$ cat src/rtl/relu_backward.sv
// Purpose : ReLU backward gate. Records a mask bit per forward activation, then gates gradients with them.
// Latency : 1 cycle from gradient acceptance to grad_out_valid; push visible in mask_count next cycle.
// Backpres: grad_out holds while !grad_out_ready; grad_ready drops. fwd_ready drops when the mask FIFO is full.
//
// Ports:
//   clk, rst_n      clock, asynchronous active-low reset
//   clear           synchronous flush of mask FIFO, output valid and error flag (wins over push/pop)
//   fwd_*           forward tap: signed pre-activation value, valid/ready
//   grad_in/_valid/_ready        upstream gradient dL/dy
//   grad_out/_valid/_ready       gated gradient dL/dx
//   mask_count      number of mask bits currently stored
//   underflow_err   sticky: a gradient was offered while no mask was stored
//
// Build option: define RELU_BWD_LEAKY_EN for the leaky-ReLU derivative, where a
// mask-0 entry yields grad_in >>> LEAK_SHIFT instead of zero.
module relu_backward #(
    parameter int DEPTH      = 64,
    parameter int LEAK_SHIFT = 3
) (
    input  logic                   clk,
    input  logic                   rst_n,
    input  logic                   clear,
    input  logic [31:0]            fwd_data,
    input  logic                   fwd_valid,
    output logic                   fwd_ready,
    input  logic [31:0]            grad_in,
    input  logic                   grad_valid,
    output logic                   grad_ready,
    output logic [31:0]            grad_out,
    output logic                   grad_out_valid,
    input  logic                   grad_out_ready,
    output logic [$clog2(DEPTH):0] mask_count,
    output logic                   underflow_err
);

    localparam int AW = $clog2(DEPTH);
    localparam int CW = AW + 1;
    localparam logic [CW-1:0] FULL_CNT = CW'(DEPTH);

    // Parameter sanity: pointers wrap naturally only for power-of-two depths.
    if ((DEPTH < 2) || ((DEPTH & (DEPTH - 1)) != 0)) begin : g_bad_depth
        $error("relu_backward: DEPTH must be a power of two >= 2");
    end
    if ((LEAK_SHIFT < 0) || (LEAK_SHIFT > 31)) begin : g_bad_shift
        $error("relu_backward: LEAK_SHIFT must be in 0..31");
    end

    logic          mem [DEPTH];
    logic [AW-1:0] wptr;
    logic [AW-1:0] rptr;
    logic [CW-1:0] count;
    logic          push;
    logic          pop;
    logic          fwd_pos;
    logic          rd_mask;
    logic [31:0]   gated;

    // Ready signals depend only on registered state, never on the valids.
    assign fwd_ready  = (count != FULL_CNT);
    assign grad_ready = (count != '0) && (!grad_out_valid || grad_out_ready);
    assign mask_count = count;

    assign push = fwd_valid  && fwd_ready  && !clear;
    assign pop  = grad_valid && grad_ready && !clear;

    // Strictly positive: sign bit clear and not all-zero.
    assign fwd_pos = !fwd_data[31] && (fwd_data != 32'h0);

    assign rd_mask = mem[rptr];

`ifdef RELU_BWD_LEAKY_EN
    logic [31:0] leaked;
    assign leaked = 32'($signed(grad_in) >>> LEAK_SHIFT);
    assign gated  = rd_mask ? grad_in : leaked;
`else
    assign gated  = rd_mask ? grad_in : 32'h0;
`endif

    // Mask storage has no reset; contents are only read behind a valid count.
    always_ff @(posedge clk) begin
        if (push) begin
            mem[wptr] <= fwd_pos;
        end
    end

    always_ff @(posedge clk or negedge rst_n) begin
        if (!rst_n) begin
            wptr           <= '0;
            rptr           <= '0;
            count          <= '0;
            grad_out       <= '0;
            grad_out_valid <= 1'b0;
            underflow_err  <= 1'b0;
        end else if (clear) begin
            wptr           <= '0;
            rptr           <= '0;
            count          <= '0;
            grad_out_valid <= 1'b0;
            underflow_err  <= 1'b0;
        end else begin
            if (push) begin
                wptr <= wptr + AW'(1);
            end
            if (pop) begin
                rptr <= rptr + AW'(1);
            end

            case ({push, pop})
                2'b10:   count <= count + CW'(1);
                2'b01:   count <= count - CW'(1);
                default: count <= count;
            endcase

            // A new accept refills the register; otherwise a taken result empties it
            // while grad_out keeps its last value.
            if (pop) begin
                grad_out       <= gated;
                grad_out_valid <= 1'b1;
            end else if (grad_out_ready) begin
                grad_out_valid <= 1'b0;
            end

            if (grad_valid && (count == '0)) begin
                underflow_err <= 1'b1;
            end
        end
    end

endmodule

$ cat config.mk
export PLATFORM = sky130hd
export DESIGN_NAME = relu_backward
export DESIGN_NICKNAME = d
export VERILOG_FILES = /design/src/rtl/relu_backward.sv
export SDC_FILE = /design/constraint.sdc
export NUM_CORES = 1
export LEC_CHECK = 0
export BUFFER_PORTS_ARGS = -buffer_cell sky130_fd_sc_hd__buf_2
export CAP_MARGIN = 30
export CORE_MARGIN = 1.5
export CORE_UTILIZATION = 26
export CTS_BUF_LIST = sky130_fd_sc_hd__clkbuf_8
export CTS_CLUSTER_DIAMETER = 100
export DETAILED_ROUTE_END_ITERATION = 10
export GPL_TIMING_DRIVEN = 1
export HOLD_SLACK_MARGIN = 0.12
export SLEW_MARGIN = 0
export SYNTH_ARGS = -nofsm -noshare
export SYNTH_HDL_FRONTEND = slang
export SYNTH_SLANG_ARGS = --single-unit
$ cat constraint.sdc
create_clock -name clk -period 5 [get_ports clk]
set_clock_uncertainty 0.15 [all_clocks]
set_input_delay 0.25 -clock clk [delete_from_list [all_inputs] [get_ports clk]]
set_output_delay 0.25 -clock clk [all_outputs]
set_load 0.005 [all_outputs]
==> results by group <==
Routing
  – Detailed Route WL: approximately 13 mm
  – DR iter-0 viols: around 230
  – Drt wl/cell: 14.1 um
  – Drt pass-1 iters: 5
  – Drt drc: 0
  – Vias: 4,076
  – Antenna viol nets, final: 0
  – Via/cell ratio: 4.47

Floorplan
  – Die footprint: roughly 22,000 um^2
  – Die Wd: 149 um
  – # IOs: between 100 and 150
  – Initial Util: 26.4%
  – Die Y-Extent: between 100 and 150 um
  – Core ar.: roughly 21,000 um^2
  – Std cell rows: 53

Power
  – Leakage power: between 0.002 and 0.003 uW
  – Internal: 2010 uW
  – Flop pwr share: 42.4%
  – Power Dens Cells: 435 nW/um^2
  – Sw frac: 34.3%
  – Logic pwr share: between 30 and 40%
  – Clk pwr share: 25.1%
  – Switching power: 1050 uW
  – Maximum vdd ir drop: 200 uV

CTS
  – H-tree Lvls: 4
  – CTS tree: yes
  – Post-CTS Hold Fix Bufs: 36
  – Worst skew pair latency: 0.43 ns
  – Root Driver: clkbuf_8
  – CTS Buf Count: 17
  – Post-CTS Setup Inserts: 0
  – # clock sinks: 117
  – # resized after CTS: 0
  – Clk pin slew, worst setup/hold paths: 0.07 ns
  – Clock Path Buffers: 2

Place
  – Inst Count DP: 843
  – Hpwl dp: 8.12 mm
  – Final RePlAce weighted congestion: between 0.7 and 0.8
  – Port Buf Inserts: 112

STA
  – Worst Tran Pin Value: 0.759 ns
  – Fin crit period: 3.79 ns
  – Setup TNS Final: 0 ns
  – Fin. Hold Viols: 0
  – Final Cycle Share: 75.8%
  – Max Freq: 0.264 GHz
  – Slew Limit Fails: 0
  – Slew margin rel.: 49.4%
  – Final setup fails: 0
  – RSZ-0062 raised after global routing: no

Layout
  – Inserted Diodes: 0
  – Core Util, Final: 33.6%
  – Filler instances: 2,106
  – NumNets Final: 701
  – Layout cell share with drive strength beyond 1: between 20% and 30%
  – Synth-to-Final Area Change: 27.0%
  – Finished Layout Cells: approximately 900

Synth
  – Post-synthesis sequential area ratio: approximately three fifths
  – Most numerous cell in the Yosys netlist: nor2_1
  – EDFF count, synth: 64
  – Mapped Area: 5560 um^2
  – Fraction of registers with async set/reset: 45.3%
  – Most frequent cells after synthesis: nor2_1, nand2_1, edfxtp_1
  – Synth top area cells: edfxtp_1, dfrtp_1, nor2_1
  – Top_reg_cell synth: edfxtp_1
  – Post-Syn Nets: 555
  – Yosys cell types: 48
  – Seq cells post-synth: 117
  – Synth warnings: 0
  – Syn Inst Count: 477
  – Yosys top cell area share: around 35%
  – Mean Syn Cell Area: 11.6 um^2
  – Cell taking the most area after synthesis: edfxtp_1

Worst setup path
  – Crit-path cells: nor4_1 > a311o_1 > nand2b_1 > nor2_1 > fa_1 > a21o_1 > a21oi_1 > o21ai_0 > mux2i_1 > mux2_2
  – Required time worst endpoint: between 5 and 6 ns
  – Arr. time, crit path: between 3 and 4 ns
  – Slowest CP cell: nor4_1
  – Crit Path Class: flop to flop
  – CP peak stage delay: 0.64 ns
  – Crit path buf inv count: 0
  – Crit path max-delay family: compound AO/OA/AOI/OAI gates
  – CP Max Fanout: 13
  – CP Launch Type: flop
  – Crit end category: flop

Global route
  – Initial antenna violation count: 0
  – First-pass GRT wire length: between 20 and 25 mm
  – Vias in the first global route: about 4,100
  – GRT Overall Usage: 12.3%
  – Grt ovf: 0
  – Largest net degree at the start of global routing: 54

Worst hold path
  – HP Class: primary input to flop

Flow run
  – Max Cap Viol: 0

Outcome
  – Outcome: finished, final reports clean
[power by group through the flow]
stage          registers [uW]  logic (uW)  clock network, uW
2_1_floorplan            1300         729                  0
3_3_place_gp             1310         976                  0
3_5_place_dp             1320         994                  0
4_1_cts                  1300        1020                787
5_1_grt                  1320        1110                835
6_report                 1300         997                769
[path summary, 6_finish.rpt]
path	from	to	slack, ns	cells past startpoint
min	clear	rptr[0]$_DFFE_PN0P_	0.14	2
max reg2reg	mask_count[0]$_DFFE_PN0P_	mask_count[6]$_DFFE_PN0P_	1.21	10
max	mask_count[0]$_DFFE_PN0P_	mask_count[6]$_DFFE_PN0P_	1.21	10
max in group asynchronous	rst_n	grad_out[7]$_DFFE_PN0P_	3.90	3
min reg2reg	grad_out[9]$_DFFE_PN0P_	grad_out[9]$_DFFE_PN0P_	0.32	2
min in group asynchronous	rst_n	mask_count[0]$_DFFE_PN0P_	0.34	3
[cell type report]
type / count / area [um^2] / area share [%]
timing repair buffer: 154 / 978 / 13.9
inverter: 6 / 22.5 / 0.319
clock buffer: 18 / 248 / 3.51
sequential: 117 / 3250 / 46.0
tap: 275 / 344 / 4.88
clock inverter: 14 / 98.8 / 1.40
multi-input combinational: 327 / 2110 / 30.0
[cells by family after synthesis]
| logic type | Yosys count | synth area share [%] |
|---|---|---|
| mux | 24 | 7.32 |
| flops | 117 | 58.5 |
| compound gates | 65 | 9.53 |
| fa+ha+maj | 8 | 1.94 |
| xor+xnor | 14 | 2.21 |
| buf+inv | 33 | 3.65 |
| simple gates | 216 | 16.9 |
[metrics by stage]
| stage | instance area, um^2 | hold WS, ns | total power, uW | setup WS (ns) |
|---|---|---|---|---|
| after floorplan | 5560 | -0.196 | 2030 | 1.45 |
| after global placement | 6320 | 0.281 | 2290 | 1.17 |
| after detailed placement | 6350 | 0.276 | 2310 | 1.23 |
| after CTS | 7050 | 0.131 | 3110 | 1.22 |
| after global routing | 7050 | 0.153 | 3270 | 0.898 |
| final | 7050 | 0.137 | 3070 | 1.21 |
[sequential cells by signal (all words and copies together) (netlist names)]
signal and flops:
grad_out 32, rptr 6, wptr 6, grad_out_valid 1
mem 64, mask_count 7, underflow_err 1
[placed cells by master, fill, tap and decap left out, types with 4 or more instances in the layout]
| cell | count |
|---|---|
| edfxtp_1 | 64 |
| nor2b_1 | 5 |
| o21ai_2 | 30 |
| a21o_1 | 6 |
| dlygate4sd3_1 | 36 |
| nor3_1 | 7 |
| nand3b_1 | 4 |
| mux4_2 | 8 |
| a22o_1 | 4 |
| xor2_1 | 8 |
| inv_1 | 10 |
| buf_4 | 5 |
| dfrtp_1 | 53 |
| o21ai_0 | 5 |
| a21oi_1 | 8 |
| buf_2 | 112 |
| mux2i_1 | 11 |
| nand3_1 | 9 |
| nor4_1 | 8 |
| nand2_1 | 73 |
| nor2_1 | 88 |
| ha_1 | 7 |
| nand4_1 | 6 |
| mux4_1 | 4 |
| xnor2_1 | 6 |
| clkbuf_8 | 18 |
| o221ai_1 | 4 |
[per-layer routing]
metal | share of wire (%) | global-route usage (%) | up-vias
met3 | 5.6 | 3.12 | 27
met4 | 2.4 | 5.35 | 0
met1 | 44 | 15.0 | 1921
li1 | - | - | 1998
met5 | 0 | 0 | -
met2 | 48 | 20.7 | 130
(Power assumes the default switching activity.)
